[config.mk]
export PLATFORM = sky130hd
export DESIGN_NAME = fp32_stream_accum
export DESIGN_NICKNAME = d
export VERILOG_FILES = /design/src/rtl/fp32_stream_accum.sv
export SDC_FILE = /design/constraint.sdc
export NUM_CORES = 1
export LEC_CHECK = 0
export ABC_AREA = 1
export CORE_MARGIN = 2
export CORE_UTILIZATION = 51
export DETAILED_ROUTE_END_ITERATION = 12
export DONT_BUFFER_PORTS = 1
export GPL_ROUTABILITY_DRIVEN = 1
export GPL_TIMING_DRIVEN = 0
export PLACE_DENSITY = 0.72
export SETUP_SLACK_MARGIN = 0.5
export SYNTH_ARGS = -nofsm -noshare
export SYNTH_HDL_FRONTEND = slang
export SYNTH_HIERARCHICAL = 1
export SYNTH_SLANG_ARGS = --single-unit
[constraint.sdc]
create_clock -name i_clk -period 36 [get_ports i_clk]
set_input_delay 7.2 -clock i_clk [delete_from_list [all_inputs] [get_ports i_clk]]
set_output_delay 7.2 -clock i_clk [all_outputs]
set_load 0.05 [all_outputs]
[src/rtl/fp32_stream_accum.sv]
// rtl/fp32_stream_accum.sv - handshaked FP32 group accumulator with its combinational FP32 adder
// Optional output clamp of negative results to +0 when FP_ACCUM_RELU_EN is defined.

module fp32_add (
  input  logic        i_op,
  input  logic [31:0] i_a,
  input  logic [31:0] i_b,
  output logic [31:0] o_sum
);
  logic [31:0] w_b, w_big, w_sml;
  logic        w_a_nan, w_b_nan, w_a_inf, w_b_inf, w_sub, w_found, w_rnd;
  logic [7:0]  w_e_big, w_e_sml, w_d;
  logic [26:0] w_m_big, w_m_sml, w_m_sh, w_norm;
  logic [27:0] w_sum;
  logic [9:0]  w_e;
  logic [4:0]  w_lz, w_sh;
  logic [24:0] w_mant;

  assign w_b = {i_b[31] ^ i_op, i_b[30:0]};

  always_comb begin
    w_a_nan = (&i_a[30:23]) && (|i_a[22:0]);
    w_b_nan = (&w_b[30:23]) && (|w_b[22:0]);
    w_a_inf = (&i_a[30:23]) && !(|i_a[22:0]);
    w_b_inf = (&w_b[30:23]) && !(|w_b[22:0]);
    w_big   = (w_b[30:0] > i_a[30:0]) ? w_b : i_a;
    w_sml   = (w_b[30:0] > i_a[30:0]) ? i_a : w_b;
    w_sub   = w_big[31] ^ w_sml[31];
    // Denormals carry a zero hidden bit and the same scale as exponent 1.
    w_e_big = (w_big[30:23] == 8'd0) ? 8'd1 : w_big[30:23];
    w_e_sml = (w_sml[30:23] == 8'd0) ? 8'd1 : w_sml[30:23];
    w_m_big = {|w_big[30:23], w_big[22:0], 3'b000};
    w_m_sml = {|w_sml[30:23], w_sml[22:0], 3'b000};
    w_d     = w_e_big - w_e_sml;
    if (w_d >= 8'd27) begin
      w_m_sh = {26'd0, |w_m_sml};
    end else begin
      w_m_sh = (w_m_sml >> w_d) | {26'd0, |(w_m_sml & ~({27{1'b1}} << w_d))};
    end
    w_sum = w_sub ? ({1'b0, w_m_big} - {1'b0, w_m_sh}) : ({1'b0, w_m_big} + {1'b0, w_m_sh});
    w_e   = {2'b00, w_e_big};
    w_lz    = 5'd27;
    w_found = 1'b0;
    for (int i = 26; i >= 0; i--) begin
      if (!w_found && w_sum[i]) begin
        w_found = 1'b1;
        w_lz    = 5'(26 - i);
      end
    end
    w_sh   = 5'd0;
    w_norm = w_sum[26:0];
    if (w_sum[27]) begin
      w_norm = {w_sum[27:2], w_sum[1] | w_sum[0]};
      w_e    = w_e + 10'd1;
    end else begin
      // Left normalisation stops at exponent 1 so small results become denormal.
      if ({5'd0, w_lz} <= w_e - 10'd1) w_sh = w_lz;
      else                             w_sh = 5'(w_e - 10'd1);
      w_norm = w_sum[26:0] << w_sh;
      w_e    = w_e - {5'd0, w_sh};
    end
    w_rnd  = w_norm[2] & (w_norm[1] | w_norm[0] | w_norm[3]);
    w_mant = {1'b0, w_norm[26:3]} + {24'd0, w_rnd};
    if (w_mant[24]) begin
      w_mant = w_mant >> 1;
      w_e    = w_e + 10'd1;
    end
    if (w_a_nan || w_b_nan || (w_a_inf && w_b_inf && (i_a[31] != w_b[31]))) begin
      o_sum = 32'h7FC00000;
    end else if (w_a_inf) begin
      o_sum = i_a;
    end else if (w_b_inf) begin
      o_sum = w_b;
    end else if (w_sum == 28'd0) begin
      o_sum = {w_sub ? 1'b0 : w_big[31], 31'd0};
    end else if (w_e >= 10'd255) begin
      o_sum = {w_big[31], 8'hFF, 23'd0};
    end else begin
      o_sum = {w_big[31], w_mant[23] ? w_e[7:0] : 8'd0, w_mant[22:0]};
    end
  end
endmodule

module fp32_stream_accum #(
  parameter int MAX_TERMS = 9,
  parameter int CNT_W     = $clog2(MAX_TERMS + 1)
) (
  input  logic             i_clk,
  input  logic             i_rst_n,
  input  logic             i_clear,
  input  logic [CNT_W-1:0] i_cfg_terms,
  input  logic             i_in_valid,
  output logic             o_in_ready,
  input  logic [31:0]      i_in_data,
  output logic             o_out_valid,
  input  logic             i_out_ready,
  output logic [31:0]      o_out_data,
  output logic [CNT_W-1:0] o_term_cnt,
  output logic             o_busy
);
  typedef enum logic [1:0] {S_IDLE, S_ACCUM, S_HOLD} state_t;

  state_t           r_state, w_state_n;
  logic [31:0]      r_acc, w_sum;
  logic [CNT_W-1:0] r_cnt, r_len, w_len, w_cnt_inc;
  logic             w_accept;

  localparam logic [CNT_W-1:0] LP_ONE = {{(CNT_W-1){1'b0}}, 1'b1};
  localparam logic [CNT_W-1:0] LP_MAX = CNT_W'(MAX_TERMS);

  fp32_add u_add (
    .i_op  (1'b0),
    .i_a   (r_acc),
    .i_b   (i_in_data),
    .o_sum (w_sum)
  );

  assign w_cnt_inc = r_cnt + LP_ONE;

  always_comb begin
    w_len = i_cfg_terms;
    if (i_cfg_terms == '0)         w_len = LP_ONE;
    else if (i_cfg_terms > LP_MAX) w_len = LP_MAX;
  end

  always_ff @(posedge i_clk or negedge i_rst_n) begin
    if (!i_rst_n) r_state <= S_IDLE;
    else          r_state <= w_state_n;
  end

  always_comb begin
    w_state_n   = r_state;
    o_in_ready  = i_rst_n && (r_state != S_HOLD);
    o_out_valid = (r_state == S_HOLD);
    o_busy      = (r_state != S_IDLE);
    w_accept    = i_in_valid && o_in_ready && !i_clear;
    case (r_state)
      S_IDLE: begin
        if (w_accept) w_state_n = (w_len == LP_ONE) ? S_HOLD : S_ACCUM;
      end
      S_ACCUM: begin
        if (i_clear)                              w_state_n = S_IDLE;
        else if (w_accept && w_cnt_inc == r_len)  w_state_n = S_HOLD;
      end
      S_HOLD: begin
        if (i_out_ready) w_state_n = S_IDLE;
      end
      default: w_state_n = S_IDLE;
    endcase
  end

  always_ff @(posedge i_clk or negedge i_rst_n) begin
    if (!i_rst_n) begin
      r_acc <= 32'h0;
      r_cnt <= '0;
      r_len <= LP_ONE;
    end else if (r_state == S_HOLD) begin
      if (i_out_ready) r_cnt <= '0;
    end else if (i_clear) begin
      r_acc <= 32'h0;
      r_cnt <= '0;
    end else if (w_accept) begin
      if (r_state == S_IDLE) begin
        // First term loads directly so a lone -0 survives.
        r_len <= w_len;
        r_acc <= i_in_data;
        r_cnt <= LP_ONE;
      end else begin
        r_acc <= w_sum;
        r_cnt <= w_cnt_inc;
      end
    end
  end

`ifdef FP_ACCUM_RELU_EN
  assign o_out_data = (r_acc[31] && r_acc != 32'h80000000) ? 32'h00000000 : r_acc;
`else
  assign o_out_data = r_acc;
`endif

  assign o_term_cnt = r_cnt;
endmodule

==> flow_summary.yaml <==
outcome:
  outcome: "finished, final reports clean"
global_route:
  grt-ovfl-total: 0
  grt_pass1_wl_um: 93650
  grt_max_degree: 46
  grt_antenna_before_repair: 0
  grt_pass1_vias: 16710
  grt_usage_pct: 38.32
synthesis:
  synth-seq-area-share_pct: 6.972
  synthTopCellsByCount: "nand2_1, nand3_1, inv_1"
  avgSynthCellArea_um2: 5.926
  synth_top_cell_by_area: "nand2_1"
  syn-cell-area_um2: 15090
  synth_top_area_share_pct: 15.27
  yosys_warnings: 6
  ys_top_cells_by_area: "nand2_1, nand3_1, ha_1"
  synthCells: 2547
  synthFlopType: "dfrtp_1"
  synthArstFlopShare_pct: 100.0
  synth_edf_count: 0
  synth.most_common_cell: "nand2_1"
  synth_seq_cells: 42
  synthesis.nets: 2695
  ys_types: 91
clock_tree:
  cts_hold_buffers: 0
  cts_buffer_depth: 2
  numCtsBuffers: 5
  path_clk_slew_ps: 60
  cts_num_sinks: 42
  postCtsSetupBuffers: 0
  cts_tree: "yes"
  insertion_delay_ps: 290
  htreeDepth: 2
  cts_resized: 0
  clockRootBuffer: "clkbuf_16"
floorplanning:
  num_io_pins: 80
  core_area_um2: 28940
  rows: 62
  die-width_um: 176.0
  fp.dieH_um: 176.0
  initial_core_util_pct: 52.16
  die_area_um2: 30990
routing:
  avgViaCountPerCell: 6.081
  dr.pass1.iters: 8
  vias: 17870
  routed_wl_um: 60430
  drt_iter0_drc: 2011
  drc_errors: 0
  wl_per_cell_um: 20.56
  drtAntennaViolNets: 0
worst_setup_path:
  cp_slowest_cell: "o21ai_0"
  slowest_delay_ps: 780
  path_common_cell: "nand2_1"
  cp.arrival_ps: 24830
  path_class: "primary input to flip-flop"
  end_kind: "flip-flop"
  worstPathRequired_ps: 36200
  worst_setup_path_start_kind: "primary input"
  path_max_fanout: 10
place:
  portBuffers: 0
  gp_congestion: 1.002
  dp_hpwl_um: 50720
min_path:
  hp-class: "flip-flop to flip-flop"
finish:
  n_antenna_cell: 0
  nets: 2702
  nFillCells: 3098
  areaGrowthSynthToFinish_pct: 4.277
  drive_above_1_share_pct: 13.62
timing:
  setup_tns_ps: 0
  fin_crit_sh_pct: 68.41
  period_minus_slack_ps: 24630
  worstMarginPinSlew_ps: 973.5
  worst_clock_skew_ps: 5.171
  relSlewSlack_pct: 34.42
  drv_slew: 0
  hold_violations: 0
  fmaxAchievable_mhz: 40.60
  rsz0062_at_grt: "no"
  setup_viol: 0
flow_run:
  cap_violations: 0
## worst max-delay path: cells and delay by family
family | cells | cell delay [ps]
AOI/OAI and AO/OA | 21 | 4520
xor gates and xnor gates | 2 | 330
adders and majority gates | 8 | 2580
buffers and inverters | 19 | 3120
and+or+nand+nor | 54 | 6950
## per-stage QoR
stage,utilization [%],instance area [um2],setup slack (ps),cells,hold slack [ps]
final,54.39,15740,11370,2939,514.2
after global placement,53.82,15570,11680,2931,500.8
after global routing,54.39,15740,9978,2939,533.4
after detailed placement,53.82,15570,11540,2931,504.6
after CTS,54.39,15740,11770,2939,513.5
after floorplan,-,15090,15460,2547,486.2
## flip-flops by register name, summed over array words and instances (netlist names)
signal,count
r_state,2
o_term_cnt,4
o_out_data,32
r_len,4
## cell type report
cell class              instances  area [um2]  area share, %
plain buffers                 124        1117          7.099
flip-flops and latches         42        1052          6.686
clock inverters                 3       40.04         0.2544
clock buffers                   5       125.1         0.7950
inverters                     319        1210          7.687
well taps                     384       480.5          3.053
multi-input cells            2062       11710          74.43
## worst paths after layout
path / endpoint / cells past startpoint / slack [ps] / startpoint
hold reg to reg: r_len[0]$_DFFE_PN1P_ / 2 / 510 / r_len[0]$_DFFE_PN1P_
min in group asynchronous: o_out_data[16]$_DFFE_PN0P_ / 0 / 6600 / i_rst_n
hold / removal: r_len[0]$_DFFE_PN1P_ / 2 / 510 / r_len[0]$_DFFE_PN1P_
max in group asynchronous: r_len[0]$_DFFE_PN1P_ / 0 / 29220 / i_rst_n
setup / recovery: o_out_data[6]$_DFFE_PN0P_ / 104 / 11370 / i_in_data[22]
setup reg to reg: o_out_data[6]$_DFFE_PN0P_ / 105 / 17250 / o_out_data[30]$_DFFE_PN0P_
## logic make-up after synthesis
| group | after synthesis | share of synthesized area (%) |
|---|---|---|
| AOI/OAI and AO/OA | 384 | 15.38 |
| xor gates and xnor gates | 61 | 3.863 |
| and+or+nand+nor | 1507 | 49.18 |
| muxes | 2 | 0.1409 |
| other | 1 | 0.02485 |
| adders and majority gates | 107 | 9.019 |
| buffers and inverters | 443 | 15.42 |
| DFF | 42 | 6.972 |
## routing by layer
layer	track usage [%]	up-vias	wire [um]
li1	-	8534	-
met1	51.31	8223	25680
met2	62.06	975	26410
met3	5.060	140	5493
met4	15.84	0	2857
met5	0	-	0
## cells in the final DEF, fill, tap and decap left out, types with 15 or more instances in the layout
master	instances
a21oi_1	97
buf_2	16
buf_6	18
clkbuf_1	31
clkbuf_8	31
dfrtp_1	41
ha_1	104
inv_1	288
inv_2	25
nand2_1	614
nand2_2	59
nand2_4	20
nand3_1	364
nand3_2	38
nand4_1	80
nor2_1	197
nor2_2	23
nor3_1	38
o21ai_0	125
o21ai_1	30
o31ai_1	35
xnor2_1	15
xor2_1	41
Power is not shown: default switching activity piles up to over one toggle a cycle in this logic, so the estimate is an artifact.
